==> config.mk <==
export PLATFORM = sky130hd
export DESIGN_NAME = utxd_bl
export DESIGN_NICKNAME = d
export VERILOG_FILES = /design/src/rtl/utxd_pkg.sv /design/src/rtl/utxd_1byte.sv /design/src/rtl/utxd_bl.sv
export SDC_FILE = /design/constraint.sdc
export NUM_CORES = 1
export LEC_CHECK = 0
export ABC_AREA = 1
export CORE_MARGIN = 1.5
export CORE_UTILIZATION = 52
export DETAILED_ROUTE_END_ITERATION = 12
export PLACE_DENSITY = 0.79
export SLEW_MARGIN = 20
export SYNTH_ARGS = -nofsm -noshare
export SYNTH_HDL_FRONTEND = slang
export SYNTH_HIERARCHICAL = 1
export SYNTH_SLANG_ARGS = --single-unit
==> constraint.sdc <==
create_clock -name clk -period 2.1 [get_ports clk]
set_input_delay 0.21 -clock clk [delete_from_list [all_inputs] [get_ports clk]]
set_output_delay 0.21 -clock clk [all_outputs]
set_load 0.01 [all_outputs]
==> src/rtl/utxd_pkg.sv <==
// Shared types and helpers for the UART block transmitter: FSM encoding, header byte slots,
// command codes, baud divider and the serial CRC step.
package utxd_pkg;

  typedef enum logic [2:0] {IDLE, HDR, DAT, CRC, GAP} state_t;

  localparam logic [1:0] HDR_COM  = 2'd0;
  localparam logic [1:0] HDR_LBL  = 2'd1;
  localparam logic [1:0] HDR_ADRH = 2'd2;
  localparam logic [1:0] HDR_ADRL = 2'd3;

  localparam logic [7:0] COM_WR = 8'h00;
  localparam logic [7:0] COM_RD = 8'h80;

  function automatic int calc_div(input int f_clk, input int baud);
    return f_clk / baud;
  endfunction

  // MSB-first LFSR step; feeding the register's own bits back in drives it to zero
  function automatic logic [15:0] crc_step(input logic [15:0] c, input logic b,
                                           input logic [15:0] poly);
    logic fb;
    fb = c[15] ^ b;
    return {c[14:0], 1'b0} ^ (fb ? poly : 16'h0000);
  endfunction

  function automatic logic [7:0] bit_rev8(input logic [7:0] d);
    logic [7:0] r;
    for (int i = 0; i < 8; i++) r[i] = d[7-i];
    return r;
  endfunction

endpackage

==> src/rtl/utxd_1byte.sv <==
// One UART frame (start, 8 data LSB first, stop) at DIV clocks per bit; load is taken on the
// first clock after load&&ready, and ready also rises on the last stop-bit clock for gapless reload.
module utxd_1byte #(
  parameter int DIV = 434
) (
  input  logic       clk,
  input  logic       rst_n,
  input  logic       load,
  input  logic [7:0] dat,
  output logic       txd,
  output logic       ce_bit,
  output logic       last_bit,
  output logic       ready
);
  localparam int CW = (DIV > 1) ? $clog2(DIV) : 1;

  logic [CW-1:0] cnt;
  logic [3:0]    bit_idx;
  logic [9:0]    sh;
  logic          act;
  logic          bit_end;

  assign bit_end = (cnt == CW'(DIV - 1));

  always_ff @(posedge clk or negedge rst_n) begin
    if (!rst_n) begin
      cnt     <= '0;
      bit_idx <= '0;
      sh      <= '1;
      act     <= 1'b0;
    end else if (load && ready) begin
      sh      <= {1'b1, dat, 1'b0};
      act     <= 1'b1;
      cnt     <= '0;
      bit_idx <= '0;
    end else if (act) begin
      if (bit_end) begin
        cnt     <= '0;
        sh      <= {1'b1, sh[9:1]};
        bit_idx <= bit_idx + 4'd1;
        if (bit_idx == 4'd9) act <= 1'b0;
      end else begin
        cnt <= cnt + 1'b1;
      end
    end
  end

  assign txd      = act ? sh[0] : 1'b1;
  assign ce_bit   = act && (cnt == '0) && (bit_idx != 4'd0) && (bit_idx != 4'd9);
  assign last_bit = act && (bit_idx == 4'd9);
  assign ready    = !act || (last_bit && bit_end);

endmodule

==> src/rtl/utxd_bl.sv <==
// UART block transmitter: COM, LBL, ADR hi/lo, LBL RAM bytes (writes only), 2 CRC bytes, idle gap.
// Starts 1 clk after accept, ignores start while busy; UTXD_CRC_INJ_EN adds inj_err to corrupt CRC byte 2.
module utxd_bl
  import utxd_pkg::*;
#(
  parameter int          F_CLK     = 50_000_000,
  parameter int          BAUD      = 115_200,
  parameter logic [15:0] CRC_POLY  = 16'h1021,
  parameter logic [15:0] CRC_INIT  = 16'h0000,
  parameter int          IDLE_BITS = 12
) (
  input  logic        clk,
  input  logic        rst_n,
  input  logic        start,
  input  logic [7:0]  com,
  input  logic [7:0]  lbl,
  input  logic [15:0] adr,
`ifdef UTXD_CRC_INJ_EN
  input  logic        inj_err,
`endif
  input  logic [7:0]  rd_dat,
  output logic [15:0] rd_adr,
  output logic        ce_rd,
  output logic        TXD,
  output logic        busy,
  output logic        done
);
  localparam int DIV      = calc_div(F_CLK, BAUD);
  localparam int GAP_CLKS = IDLE_BITS * DIV;
  localparam int GW       = $clog2(GAP_CLKS + 1);

  state_t        state, state_nx;
  logic [8:0]    byte_cnt;
  logic [7:0]    com_q, lbl_q, dat_q, tx_dat;
  logic [15:0]   adr_cnt, crc;
  logic [GW-1:0] gap_cnt;
  logic          crc_on, last_q, ce_rd_d, inj_q, inj_sel;
  logic          tx_load, tx_ready, ce_bit, last_bit;
  logic          dat_en;

`ifdef UTXD_CRC_INJ_EN
  assign inj_sel = inj_err;
`else
  assign inj_sel = 1'b0;
`endif

  assign dat_en = (com_q == COM_WR) && (lbl_q != 8'd0);

  utxd_1byte #(.DIV(DIV)) u_byte (
    .clk      (clk),
    .rst_n    (rst_n),
    .load     (tx_load),
    .dat      (tx_dat),
    .txd      (TXD),
    .ce_bit   (ce_bit),
    .last_bit (last_bit),
    .ready    (tx_ready)
  );

  always_ff @(posedge clk or negedge rst_n) begin
    if (!rst_n) state <= IDLE;
    else        state <= state_nx;
  end

  always_comb begin
    state_nx = state;
    case (state)
      IDLE: if (start) state_nx = HDR;
      HDR:  if (tx_ready && byte_cnt == 9'd3) state_nx = dat_en ? DAT : CRC;
      DAT:  if (tx_ready && byte_cnt == ({1'b0, lbl_q} - 9'd1)) state_nx = CRC;
      CRC:  if (tx_ready && byte_cnt == 9'd2) state_nx = GAP;
      GAP:  if (gap_cnt == '0) state_nx = IDLE;
      default: state_nx = IDLE;
    endcase
  end

  always_comb begin
    busy    = (state != IDLE);
    tx_load = 1'b0;
    tx_dat  = 8'h00;
    case (state)
      HDR: begin
        tx_load = tx_ready;
        case (byte_cnt[1:0])
          HDR_COM:  tx_dat = com_q;
          HDR_LBL:  tx_dat = lbl_q;
          HDR_ADRH: tx_dat = adr_cnt[15:8];
          HDR_ADRL: tx_dat = adr_cnt[7:0];
          default:  tx_dat = 8'h00;
        endcase
      end
      DAT: begin
        tx_load = tx_ready;
        tx_dat  = dat_q;
      end
      CRC: begin
        tx_load = tx_ready && (byte_cnt != 9'd2);
        tx_dat  = (byte_cnt == 9'd0) ? bit_rev8(crc[15:8])
                                     : bit_rev8(crc[7:0]) ^ {8{inj_q}};
      end
      default: ;
    endcase
  end

  always_ff @(posedge clk or negedge rst_n) begin
    if (!rst_n) begin
      byte_cnt <= '0;
      com_q    <= '0;
      lbl_q    <= '0;
      adr_cnt  <= '0;
      crc      <= CRC_INIT;
      dat_q    <= '0;
      gap_cnt  <= '0;
      crc_on   <= 1'b0;
      last_q   <= 1'b0;
      ce_rd    <= 1'b0;
      ce_rd_d  <= 1'b0;
      rd_adr   <= '0;
      inj_q    <= 1'b0;
      done     <= 1'b0;
    end else begin
      ce_rd   <= 1'b0;
      done    <= 1'b0;
      last_q  <= last_bit;
      ce_rd_d <= ce_rd;
      if (state == IDLE && start) begin
        com_q    <= com;
        lbl_q    <= lbl;
        adr_cnt  <= adr;
        crc      <= CRC_INIT;
        byte_cnt <= '0;
        inj_q    <= inj_sel;
      end
      if (tx_load) begin
        byte_cnt <= (state_nx != state) ? 9'd0 : byte_cnt + 9'd1;
        crc_on   <= (state != CRC);
      end
      if (crc_on && ce_bit) crc <= crc_step(crc, TXD, CRC_POLY);
      // Fetch the next data byte at the start of the current stop bit
      if (state == DAT && last_bit && !last_q) begin
        ce_rd   <= 1'b1;
        rd_adr  <= adr_cnt;
        adr_cnt <= adr_cnt + 16'd1;
      end
      if (ce_rd_d) dat_q <= rd_dat;
      if (state == CRC && state_nx == GAP)  gap_cnt <= GW'(GAP_CLKS - 1);
      else if (state == GAP && gap_cnt != '0) gap_cnt <= gap_cnt - 1'b1;
      if (state == GAP && gap_cnt == '0) done <= 1'b1;
    end
  end

endmodule

==> results by group <==
Yosys
  • Top cell type's share of synthesized area: 0.4205
  • Synthesized area: 6903 um2
  • FF+latch count, synth: 125
  • Synth Warn #: 6
  • Synth unique cells: 47
  • Synth Area in Adders: 0.02538
  • Post-synth ARST share: 1.000
  • Prevailing post-synth register cell: dfrtp_1
  • Post-synthesis mux area share: 0
  • Post-synthesis sequential area ratio: 0.4548
  • Area contributors post-synth: dfrtp_1, nand2_1, inv_1, o21ai_0, nand3_1
  • Synthesized instance count: 887
  • Post-Syn Area per Cell: 7.782 um2
  • Synth Area in Compound Gates: 0.1343
  • Simple-gate share of the synthesized area: 0.2848
  • Syn Nets: 944
  • Post-synth EDFFs: 0
  • Leading area contributor after synthesis: dfrtp_1
  • Xor/xnor cell area share of the yosys netlist: 0.01523
  • Largest family of logic cells by synthesized area: simple AND/OR/NAND/NOR gates

GRT
  • First-pass GRT wire length: 29.22 mm
  • Global route overflow: 0
  • Initial antenna violation count: 0
  • Vias in the first global route: 6105
  • GRT Overall Usage: 0.2611
  • Largest net degree at the start of global routing: 65

Setup path
  • Worst EP arrival: 2.48 ns
  • FF-to-FF path depth: 17
  • Worst Setup EP: byte_cnt[3]
  • CP Max Fanout: 5
  • Critical Path RT: 2.41 ns
  • RR Startpoint: u_byte/bit_idx[1]
  • Flop2flop setup slack: -0.07 ns
  • CP Class: reg2reg
  • Launch point of the critical path: u_byte/bit_idx[1]
  • CP endpoint kind: flip-flop
  • Crit Reg-Reg Endpoint: byte_cnt[3]
  • Startpoint Class: flip-flop

STA
  • Hold Vio Cnt, Final: 0
  • Fin worst setup slack: -0.06762 ns
  • Worst Skew: 0.01341 ns
  • RSZ-0062 raised after global routing: true
  • Worst slew pin tran: 0.5861 ns
  • Final setup fails: 10
  • Slew HR: 0.6071
  • Final period util: 1.032
  • Final slew viol count: 0
  • Post-layout min period: 2.168 ns
  • Max frequency: 461.3 MHz

Die
  • Die H: 118.2 um
  • Num ports: 63
  • Rows: 41
  • DIE WIDTH: 118.2 um
  • Initial Util: 0.5404
  • Die ar.: 13970 um2
  • Core box area: 12770 um2

Clock network
  • CTS sink cnt: 125
  • Root Buffer Master: clkbuf_16
  • TritonCTS clock tree: built
  • # H-tree levels: 4
  • Bufs on Longest Clock Path: 2
  • Clock Latency Late Sink: 0.43 ns
  • Clock transition at path regs: 0.06 ns
  • Num CTS Buffers: 17

Placement
  • Post-Place Setup Slack: -0.01764 ns
  • # placed instances: 1130
  • Final HPWL DP: 12.24 mm
  • GP Congestion: 0.8819
  • PortBufs: 62

Routing
  • Remaining DRCs: 0
  • Post-DRT Antenna Nets: 0
  • Vias per Instance: 5.528
  • Total number of vias: 6600
  • Total Wirelength: 18.95 mm
  • DRT Pass-1 Iters: 5
  • Initial drt markers: 538
  • Avg WL per Cell: 15.87 um

Pwr
  • Power per cell area: 603.2 nW/um2
  • Max VDD drop: 0.0006320 V
  • Leak: 4.394 nW

Job
  • Max-cap violations: 0

Run status
  • Violated checks: setup timing
  • Outcome: complete, but fails checks

Finish
  • ANT cells: 0
  • Area grow syn2layout: 30.43%
  • Layout cells sized above 1: 0.1937
  • Final Non-Filler Cells: 1194
  • Nets: 1067

Hold path
  • Hold Crit Class: in2async
synth_stat cells (all sizes together), types with 3 or more instances:
cell	count
xnor2	3
o21a	3
a211oi	8
a31oi	3
o21ai	77
nor2	95
o221ai	11
nor3	15
dfrtp	116
inv	114
a21oi	17
o211ai	9
nand4	7
nand2	243
xor2	9
or2	3
o22ai	21
nand3	73
clkbuf	7
ha	14
dfstp	9
buf	18
sequential cells by signal (all words and copies together), names as in the netlist:
register,flops
state,3
rd_adr,16
done,1
u_byte/sh,9
adr_cnt,16
last_q,1
crc,16
u_byte/cnt,9
gap_cnt,13
dat_q,8
com_q,8
lbl_q,8
crc_on,1
byte_cnt,9
ce_rd,1
ce_rd_d,1
u_byte/bit_idx,4
u_byte/act,1
per-layer routing:
| metal | vias up | global-route usage | part of all wire |
|---|---|---|---|
| met5 | - | 0 | 0 |
| met2 | 302 | 0.4201 | 0.48 |
| met4 | 0 | 0.1067 | 0.035 |
| met1 | 3081 | 0.3479 | 0.42 |
| met3 | 62 | 0.04971 | 0.063 |
| li1 | 3155 | - | - |
per-stage QoR:
step / hold slack (ns) / power [mW] / TNS, ns / cell area (um2) / util
CTS: 0.2166 / 5.442 / 0 / 8503 / 0.6657
global placement: 0.1120 / 2.590 / 0 / 7889 / 0.6176
global route: 0.2372 / 5.595 / -2.809 / 9004 / 0.7049
finish: 0.2098 / 5.431 / -0.4339 / 9004 / 0.7049
floorplan: -0.08559 / 2.456 / -0.05554 / 6932 / -
detailed placement: 0.1097 / 2.592 / -0.01802 / 7889 / 0.6176
worst min path at each step:
stage	startpoint	endpoint	slack (ns)
2_1_floorplan	rst_n	adr_cnt[0]	-0.09
3_3_place_gp	rst_n	gap_cnt[1]	0.11
3_5_place_dp	rst_n	gap_cnt[1]	0.11
4_1_cts	rst_n	gap_cnt[1]	0.22
5_1_grt	rst_n	gap_cnt[1]	0.24
6_report	rst_n	gap_cnt[1]	0.21
power by group:
part	switching, mW	leakage [nW]	internal (mW)
clock	1.13	0.270	1.75
sequential	0	1.47	2.41
combinational	0.0622	2.66	0.0758
total	1.20	4.39	4.23
what timing repair did:
action | in CTS | in global routing
endpoints found under the hold margin | 21 | 0
setup endpoints to repair | 4 | 55
gates cloned | 0 | 4
hold buffers | 1 | 0
setup buffers | 1 | 27
pin swaps | 1 | 28
gates resized for setup | 5 | 64
cells in the final DEF (no fill, tap or decap), types with 3 or more instances in the layout:
cell / Yosys / routed
nand2_1: 229 / 224
dfrtp_1: 116 / 113
inv_1: 101 / 95
nor2_1: 81 / 75
o21ai_0: 73 / 67
nand3_1: 68 / 62
clkdlybuf4s50_1: 0 / 61
buf_4: 2 / 55
o22ai_1: 21 / 21
clkbuf_16: 0 / 19
a21oi_1: 17 / 16
inv_2: 11 / 14
nand2_2: 9 / 13
nor2_2: 10 / 12
nand3_2: 5 / 11
o221ai_1: 11 / 11
ha_1: 14 / 10
nor3_1: 12 / 9
xor2_1: 9 / 9
o211ai_1: 9 / 9
dfstp_2: 9 / 9
o21ai_1: 4 / 8
nor2_4: 4 / 8
a211oi_1: 8 / 6
nand4_1: 6 / 6
clkinv_4: 0 / 6
nand2_4: 5 / 5
buf_12: 0 / 5
nor3_2: 2 / 4
clkinvlp_4: 0 / 4
o21a_1: 3 / 3
a31oi_1: 3 / 3
xnor2_1: 3 / 3
ha_4: 0 / 3
dfrtp_2: 0 / 3
worst max-delay path, stage by stage, from the launching register on:
cell and delay [ns]:
dfrtp_1 0.40, inv_2 0.09, ha_4 0.14, nand2_4 0.05
nor2_4 0.11, nand3_2 0.10, nand2_4 0.11, o21ai_1 0.08
nor2_1 0.10, nand2_1 0.06, nor2_1 0.13, nand2_1 0.08
nor2_1 0.11, nand2_1 0.08, nand2_2 0.16, nand2_4 0.12
nand3_2 0.07, nand2_1 0.06
final cells by class:
type | count | area, um2
inverter | 115 | 462.9
clock buffer | 19 | 432.9
sequential | 125 | 3143
clock inverter | 12 | 140.1
tap | 172 | 215.2
timing repair buffer | 127 | 1221
fill | 924 | 3770
multi-input combinational | 623 | 3383
timing repair inverter | 1 | 5.005
cell families (layout without fill, tap and decap cells):
group                      count (synthesis)  count (layout)
and+or+nand+nor                          440             441
AOI/OAI and AO/OA                        156             156
buffers and inverters                    140             274
DFF                                      125             125
adders and majority gates                 14              14
xor gates and xnor gates                  12              12
Power figures use the tool's default switching activity.
